**config.mk**
```make
export PLATFORM = sky130hd
export DESIGN_NAME = muldiv_unit
export DESIGN_NICKNAME = d
export VERILOG_FILES = /design/src/rtl/muldiv_unit.sv
export SDC_FILE = /design/constraint.sdc
export NUM_CORES = 1
export LEC_CHECK = 0
export CORE_ASPECT_RATIO = 1.4
export CORE_MARGIN = 3
export CORE_UTILIZATION = 44
export CTS_CLUSTER_DIAMETER = 50
export DETAILED_ROUTE_END_ITERATION = 8
export GPL_TIMING_DRIVEN = 0
export PLACE_DENSITY = 0.74
export SKIP_CTS_REPAIR_TIMING = 1
export SLEW_MARGIN = 20
export SYNTH_ARGS = -nofsm -noshare
export SYNTH_HDL_FRONTEND = slang
export SYNTH_SLANG_ARGS = --single-unit
```
**constraint.sdc**
```tcl
create_clock -name clk -period 9.7 [get_ports clk]
set_input_delay 1.455 -clock clk [delete_from_list [all_inputs] [get_ports clk]]
set_output_delay 1.455 -clock clk [all_outputs]
set_load 0.02 [all_outputs]
```
**src/rtl/muldiv_unit.sv**
```systemverilog
// Iterative unsigned multiply/divide unit with HI/LO result registers.
// One shift-add (multu) or restoring shift-subtract (divu) step per cycle.
module muldiv_unit #(
  parameter int WIDTH = 32,
  parameter int CNT_W = 7
) (
  input  logic             clk,
  input  logic             rst,
  input  logic             start,
  input  logic [1:0]       op,
  input  logic [WIDTH-1:0] a,
  input  logic [WIDTH-1:0] b,
  output logic             busy,
  output logic             done,
  output logic [WIDTH-1:0] hi,
  output logic [WIDTH-1:0] lo,
  output logic             dbz
);

  typedef enum logic [1:0] {IDLE, MUL, DIV, FIN} state_t;

  state_t           state, state_n;
  logic [CNT_W-1:0] cnt;
  logic [WIDTH-1:0] opnd, acc, sh, acc_n, sh_n;
  logic [WIDTH:0]   mul_sum, div_trial, div_diff;
  logic             last;

  // acc/sh hold {product upper, multiplier} in MUL and {remainder, dividend} in DIV,
  // so both operations end with hi=acc and lo=sh.
  always_comb begin
    mul_sum   = {1'b0, acc} + (sh[0] ? {1'b0, opnd} : '0);
    div_trial = {acc, sh[WIDTH-1]};
    div_diff  = div_trial - {1'b0, opnd};
    acc_n     = acc;
    sh_n      = sh;
    if (state == MUL) begin
      acc_n = mul_sum[WIDTH:1];
      sh_n  = {mul_sum[0], sh[WIDTH-1:1]};
    end else if (state == DIV) begin
      if (!div_diff[WIDTH]) begin
        acc_n = div_diff[WIDTH-1:0];
        sh_n  = {sh[WIDTH-2:0], 1'b1};
      end else begin
        acc_n = div_trial[WIDTH-1:0];
        sh_n  = {sh[WIDTH-2:0], 1'b0};
      end
    end
  end

  assign last = (cnt == CNT_W'(WIDTH - 1));

  always_comb begin
    state_n = state;
    case (state)
      IDLE: begin
        if (start) begin
          if (op == 2'b00)      state_n = MUL;
          else if (op == 2'b01) state_n = (b == '0) ? FIN : DIV;
        end
      end
      MUL, DIV: if (last) state_n = FIN;
      FIN:      state_n = IDLE;
      default:  state_n = IDLE;
    endcase
  end

  always_ff @(posedge clk) begin
    if (rst) state <= IDLE;
    else     state <= state_n;
  end

  // hi/lo change only on moves, divide-by-zero, or the final iteration edge.
  always_ff @(posedge clk) begin
    if (rst) begin
      cnt  <= '0;
      opnd <= '0;
      acc  <= '0;
      sh   <= '0;
      hi   <= '0;
      lo   <= '0;
      dbz  <= 1'b0;
    end else begin
      case (state)
        IDLE: begin
          if (start) begin
            case (op)
              2'b00: begin
                opnd <= a;
                acc  <= '0;
                sh   <= b;
                cnt  <= '0;
                dbz  <= 1'b0;
              end
              2'b01: begin
                if (b == '0) begin
                  hi  <= a;
                  lo  <= '1;
                  dbz <= 1'b1;
                end else begin
                  opnd <= b;
                  acc  <= '0;
                  sh   <= a;
                  cnt  <= '0;
                  dbz  <= 1'b0;
                end
              end
              2'b10:   hi <= a;
              default: lo <= a;
            endcase
          end
        end
        MUL, DIV: begin
          acc <= acc_n;
          sh  <= sh_n;
          cnt <= cnt + CNT_W'(1);
          if (last) begin
            hi <= acc_n;
            lo <= sh_n;
          end
        end
        default: ;
      endcase
    end
  end

  assign busy = (state == MUL) || (state == DIV);
  assign done = (state == FIN);

endmodule

```
# After elaboration in Yosys (flattened, before gate mapping)
# Cells that the tools add are included.
[word_totals]
regBits = 170
out_inout_bits = 67
[op_classes]
n_eq_ne = 14
n_mux = 39
addsub = 3
reduce_logical = 14
[op_table]
columns = ["op", "n"]
rows = [
  ["32-bit case mux with 2 select lines", 9],
  ["32-bit 2-to-1 mux", 17],
  ["32-bit by 32-bit adder with 33-bit output", 1],
  ["33-bit by 32-bit subtractor with 33-bit output", 1],
  ["32-bit zero test", 1],
  ["7-bit case mux with 2 select lines", 2],
  ["7-bit 2-to-1 mux", 2],
  ["5-bit AND reduction", 2],
  ["3-bit inequality test, second input constant", 3],
  ["2-bit 2-to-1 mux", 4],
  ["2-bit inequality test, second input constant", 4],
  ["4-bit AND reduction", 2],
  ["7-bit by 1-bit adder with 7-bit output, second input constant", 1],
  ["7-bit by 5-bit == test with 1-bit output, second input constant", 1],
  ["2-bit == test, second input constant", 3],
  ["2-bit case mux with 3 select lines", 1],
  ["3-bit AND reduction", 2],
  ["2-bit by 1-bit == test with 1-bit output, second input constant", 2],
  ["2-bit zero test", 2],
  ["2-bit nonzero test", 2],
  ["2-bit OR reduction", 2],
  ["1-bit 2-to-1 mux", 3],
  ["3-bit by 2-bit inequality test with 1-bit output, second input constant", 1],
  ["1-bit case mux with 2 select lines", 1],
  ["1-bit logical OR", 1],
]

# Longest topological paths before layout
# Gate-level depths: netlist of the first run.
[logic_depth]
depth_word = 6
depth_mapped = 16
mapped_depth_nobuf = 14

# Least setup slack after synthesis of the first run
# Ideal clock, no wire load.
[synth_timing]
kind = "input-to-reg"
from = "in b[25]"
to = "reg cnt[0]"
arrival_ps = 3170
slack_ps = 6403
setup_time_ps = 128
cell_stages = 10
cell_sequence = "nor4_1 nand4_1 nor2_1 a211oi_1 nor2_1 clkbuf_1 buf_1 nor3_1 a21oi_1 nor2_1"
[synth_between]
elab_chain_cells = 3
[synth_lines]
columns = ["element", "line_no", "rtl"]
rows = [
  ["start: declaration", "12", "input logic [WIDTH-1:0] b,"],
  ["32-bit zero test", "95", "if (b == '0) begin"],
  ["3-bit inequality test (no source line)", "--", ""],
  ["4-bit AND reduction (no source line)", "--", ""],
  ["end signal: assignment", "115", "cnt <= cnt + CNT_W'(1);"],
  ["end: declaration", "23", "logic [CNT_W-1:0] cnt;"],
]
# No other way between the ends.
# A chain may end at the register's enable or synchronous reset.

# Worst setup path after layout of the first run
[layout_timing]
from = "in b[7]"
to = "reg cnt[0]"
# Same word-level chain as after synthesis.

==> metrics.md, run 1 <==
| Metric | Value |
|---|---|
| Syn nets | 1,914 |
| Die W | 149.2 um |
| Layout cell share with drive strength beyond 1 | 0.02991 |
| Rows | 72 |
| GR Util All Layers | 0.3374 |
| Worst-Margin Slew | 1184 ps |
| Post-synth EDFFs | 0 |
| Max-Cap Viols | 0 |
| Minimum clock period | 5069 ps |
| Clock Power Share | 0.164 |
| Remaining global-route overflow | 0 |
| Seq/Total Area, Yosys | 0.2694 |
| Logic pwr share | 0.589 |
| Io pins | 136 |
| Vias in the first global route | 14,060 |
| Finished Core Util | 0.5365 |
| P_int | 0.001923 W |
| Hold Vio Cnt, Final | 0 |
| Leak | 5.754 nW |
| Slew headroom | 0.2107 |
| DR pass1 iterations | 8 |
| Post-synthesis async set-or-reset flop share | 0 |
| Post-place instance area | 14,440 um2 |
| Fin Setup TNS | 0 ps |
| Nets | 2,067 |
| Critical Path Max Stage Delay | 660 ps |
| Worst-path maximum fanout | 10 |
| RePlAce Congestion | 1.003 |
| Worst Path Required | 10,000 ps |
| Ant. Diodes | 0 |
| Top delay family on crit path | simple AND/OR/NAND/NOR gates |
| Final wirelength | 53,820 um |
| Maximum vdd ir drop | 151.9 uV |
| Largest net degree at the start of global routing | 17 |
| Clk sinks | 170 |
| Switching pwr | 0.002049 W |
| Area growth, synth to finish | 18.59% |
| Drt wl/cell | 23.31 um |
| Post-synthesis cell count | 1,773 |
| Drc violations | 0 |
| P per Cell Area | 265.1 nW/um2 |
| DR vias/cell | 6.362 |
| Root buf cell | clkbuf_16 |
| Synth area leaders | dfxtp_1, nand2_1, nor2_1 |
| Main synth FF type | dfxtp_1 |
| Slew Limit Fails | 0 |
| Maximum clock insertion buffer count | 2 |
| Global-route wire length before repair | 80,050 um |
| Highest clock rate | 197.3 MHz |
| Sw frac | 0.5158 |
| Synth unique cells | 71 |
| RSZ-0062 raised after global routing | false |
| CP startpoint kind | primary input |
| Buf+Inv Stages, Crit Path | 3 |
| Status | finished clean |
| Post-route ant nets | 0 |
| Core Footprint | 27,930 um2 |
| Input/output buffers | 134 |
| Top-area cell type share of the netlist area | 0.2694 |
| Total power | 0.003972 W |
| Min-delay worst type | reg -> reg |
| YS warnings | 0 |
| DP HPWL | 42,140 um |
| Fill cell count | 2,773 |
| Cell mode on critical path | nor2_1 |
| Final Skew | 12.84 ps |
| CP max stage cell | buf_1 |
| Finished Cell Area | 14,980 um2 |
| CTS tree | done |
| Final period utilization | 0.5226 |
| Vias | 14,690 |
| H-tree depth | 4 |
| Area of the multi-input gates | 8554 um2 |
| Critical path arrival | 5370 ps |
| Avg Cell Area, Syn | 7.126 um2 |
| CTS Buf Count | 17 |
| CP Cell Sequence | clkdlybuf4s50_1 -> nor4_1 -> nand4_1 -> nor2_1 -> a211oi_1 -> nor2_1 -> clkbuf_1 -> buf_1 -> nor3_1 -> a21oi_1 -> nor2_1 |
| Sequential share of power | 0.247 |
| Post-Syn Area | 12,630 um2 |
| Flops & latches, synth | 170 |
| Antenna violations before repair | 0 |
| Worst-Skew Late Latency | 450 ps |
| CP Capture Type | flop |
| Initial core utilization | 0.4524 |
| Full die area | 30,810 um2 |
| Clock transition at path regs | 70 ps |
| Area leader, netlist | dfxtp_1 |
| Register area | 3403 um2 |
| Initial DRC Count | 1,841 |
| Critical path class | in -> reg |
| Die H | 206.5 um |
| # setup viols final | 0 |
==> stage by stage <==
step	instances	worst slack [ps]	hold WS, ps
final	2309	4631	479.5
after global routing	2309	4508	518.9
after CTS	2309	4833	476.8
after detailed placement	2277	4402	467.3
after global placement	2277	4399	456.9
after floorplan	1773	6403	458.6
==> sequential cells by signal, indices dropped and copies added (netlist names) <==
| signal | cells |
|---|---|
| cnt | 7 |
| opnd | 32 |
| sh | 32 |
| hi | 32 |
| lo | 32 |
| dbz | 1 |
| state | 2 |
| acc | 32 |
==> Yosys cell counts (5+ instances only) <==
library cell / count
a211oi_1: 43
o21ai_0: 81
o31ai_1: 6
o21a_1: 9
a21oi_1: 169
and2_1: 34
a21o_1: 26
ha_1: 70
o221a_2: 5
o21bai_1: 8
nor4_1: 10
nand4_1: 20
nand3_1: 45
nor2_1: 240
nor2b_1: 7
o211ai_1: 19
a2111oi_0: 6
a311oi_1: 44
or3_1: 6
a31oi_1: 21
and3_1: 9
o22ai_1: 5
a221oi_1: 40
xor2_1: 36
xnor2_1: 25
o2111ai_1: 5
nand2_1: 273
o41ai_1: 5
nor3_1: 53
buf_1: 15
dfxtp_1: 170
inv_1: 48
or2_2: 5
mux2i_1: 38
clkbuf_1: 107
==> final timing paths <==
path	start	end	slack, ps	cells past startpoint
setup / recovery	b[7]	cnt[0]	4630	11
setup reg to reg	sh[0]	acc[30]	4770	13
hold / removal	hi[22]	hi[22]	480	2
hold reg to reg	hi[22]	hi[22]	480	2
==> routing by layer <==
metal,up-vias,global-route usage,part of all wire
li1,6723,-,-
met1,6767,0.3906,0.36
met2,932,0.5823,0.47
met3,269,0.03553,0.086
met4,0,0.2326,0.080
met5,-,0,0
==> cells by family after synthesis <==
family | synth area share
DFF | 0.2694
xor gates and xnor gates | 0.04446
muxes | 0.03189
adders and majority gates | 0.07249
AOI/OAI and AO/OA | 0.2786
and+or+nand+nor | 0.2497
buffers and inverters | 0.05358
==> cells in the final DEF, fill, tap and decap left out, drive strengths merged, types with 21 or more instances in the layout <==
cell type	n
mux2i	38
a311oi	45
xnor2	26
inv	52
nor3	53
a21o	26
nand4	21
a211oi	43
dfxtp	170
xor2	36
a21oi	169
nand2	274
clkdlybuf4s50	134
a31oi	21
and2	35
o21ai	83
nor2	240
ha	70
nand3	45
a221oi	42
clkbuf	125
==> area by class of cell <==
| type | instances | area share |
|---|---|---|
| Inverter | 50 | 0.01253 |
| Buffer | 127 | 0.03265 |
| Sequential cell | 170 | 0.2271 |
| Timing Repair Buffer | 134 | 0.08952 |
| Clock buffer | 18 | 0.02864 |
| Multi-Input combinational cell | 1426 | 0.5709 |
| Tap cell | 370 | 0.03090 |
| Clock inverter | 14 | 0.007683 |
==> power by group through the flow <==
stage	logic (W)	registers (W)	clock network, W
2_1_floorplan	0.00135	0.00103	0
3_3_place_gp	0.00225	0.000984	0
3_5_place_dp	0.00225	0.000986	0
4_1_cts	0.00227	0.000971	0.000645
5_1_grt	0.00248	0.000989	0.000665
6_report	0.00234	0.000981	0.000651
==> worst reg2reg max path, stage by stage, from the launching register on <==
cell       delay [ps]
dfxtp_1           620
clkbuf_1          480
and2_1            220
ha_1              280
a2111oi_0         420
o21ai_0           300
nand4_1           220
a211oi_1          150
o31ai_1           730
o31ai_1           270
a211oi_1          450
mux2i_1           310
nor2_1             80
o41ai_1           290
No activity file was read; power rests on OpenSTA's default activity.
==> run 2, diff against run 1 <==
PLACE_DENSITY = 0.76   (was 0.74)
clock period = 4.5 ns   (was 9.7 ns; I/O delays follow)
==> metrics.md, run 2 (synthesis results as in run 1) <==
| Metric | Value |
|---|---|
| Worst-Margin Slew | 1192 ps |
| Fin Setup TNS | -492.3 ps |
| Highest clock rate | 218.6 MHz |
| Die W | 149.2 um |
| # setup viols final | 17 |
| Failing checks | negative setup slack |
| Global-route wire length before repair | 81,700 um |
| Layout cell share with drive strength beyond 1 | 0.03249 |
| Full die area | 30,810 um2 |
| Status | finished with violations |
| Placed Instances | 2,277 |
| Pre-CTS setup slack | -168.2 ps |
| Slew Limit Fails | 0 |
| DP HPWL | 42,500 um |
| Root buf cell | clkbuf_16 |
| Remaining global-route overflow | 0 |
| H-tree depth | 4 |
| Critical Path Start | b[7] |
| Register area | 3405 um2 |
| DR pass1 iterations | 6 |
| DR vias/cell | 6.424 |
| Critical path arrival | 4870 ps |
| Worst R2R Start | sh[31] |
| Vias in the first global route | 14,670 |
| GR Util All Layers | 0.3440 |
| Slew headroom | 0.2055 |
| RePlAce Congestion | 1.003 |
| GR peak layer | met2 |
| Worst-path maximum fanout | 10 |
| Worst-Skew Late Latency | 450 ps |
| Finished Cell Area | 15,030 um2 |
| CTS Buf Count | 17 |
| Leak | 5.770 nW |
| Area of the multi-input gates | 8578 um2 |
| GRT met1 Usage | 0.3848 |
| Met2 GRT Util | 0.5886 |
| Clk sinks | 170 |
| Routing usage on met3 | 0.04826 |
| Maximum clock insertion buffer count | 2 |
| Hold wc startpoint | hi[22] |
| Final period utilization | 1.016 |
| Max-Cap Viols | 0 |
| Nets | 2,067 |
| Area growth, synth to finish | 18.97% |
| Largest net degree at the start of global routing | 17 |
| Rows | 72 |
| Clock transition at path regs | 70 ps |
| Initial core utilization | 0.4524 |
| Vias | 14,830 |
| Drt wl/cell | 23.50 um |
| Min-delay worst type | reg -> reg |
| Io pins | 136 |
| Final Skew | 13.02 ps |
| Ant. Diodes | 0 |
| Hold Vio Cnt, Final | 0 |
| Antenna violations before repair | 0 |
| RSZ-0062 raised after global routing | false |
| CP startpoint kind | primary input |
| Minimum clock period | 4574 ps |
| Post-route ant nets | 0 |
| CTS tree | done |
| Input/output buffers | 134 |
| Die H | 206.5 um |
| Post-place instance area | 14,440 um2 |
| Commonest cells after routing, fill and taps aside | nand2_1, nor2_1, a21oi_1, dfxtp_1, clkdlybuf4s50_1 |
| Core Footprint | 27,930 um2 |
| Initial DRC Count | 1,503 |
| CP Capture Type | flop |
| Critical path class | in -> reg |
| Commonest non-fill, non-tap cell in the layout | nand2_1 |
| Finished Core Util | 0.5383 |
| Setup slack after layout | -73.95 ps |
| Maximum vdd ir drop | 314.2 uV |
| Fill cell count | 2,803 |
| Final wirelength | 54,250 um |
| P per Cell Area | 575.6 nW/um2 |
| Post-route insts no fill | 2,309 |
| Worst Path Required | 4800 ps |
| Drc violations | 0 |
## run 2: worst paths after layout
path,to,slack [ps],cells after the start
setup reg to reg,hi[20],190,14
hold reg to reg,hi[22],470,2
hold / removal,hi[22],470,2
setup / recovery,cnt[0],-70,11
## run 2: critical path, cell delays in order
cell             delay [ps]
clkdlybuf4s50_1         510
nor4_1                  490
nand4_1                 430
nor2_1                  460
a211oi_1                270
nor2_1                  560
clkbuf_1                490
buf_1                   670
nor3_1                   90
a21oi_1                 150
nor2_1                   50
## run 2: cell type report
class | instances | area share
inverter | 50 | 0.01249
sequential | 170 | 0.2265
multi-input combinational | 1426 | 0.5707
clock buffer | 18 | 0.02855
buffer | 127 | 0.03271
clock inverter | 14 | 0.009073
timing repair buffer | 134 | 0.08923
tap | 370 | 0.03080
## run 2: stage by stage
step           hold slack, ps  total power (W)
4_1_cts                 467.2         0.008465
5_1_grt                 492.4         0.009035
6_report                468.6         0.008652
2_1_floorplan           458.6         0.005112
3_3_place_gp            467.7         0.006967
3_5_place_dp            457.3         0.007005
## run 2: power breakdown
group / total (W) / switching (W) / internal (W)
clock: 0.00146 / 0.000685 / 0.000773
combinational: 0.00507 / 0.00345 / 0.00163
sequential: 0.00212 / 0.000311 / 0.00181
## run 2: routing by layer
layer / vias to the layer above / part of all wire
met5: - / 0
met4: 0 / 0.085
met3: 264 / 0.090
met2: 1023 / 0.47
met1: 6821 / 0.35
li1: 6725 / -
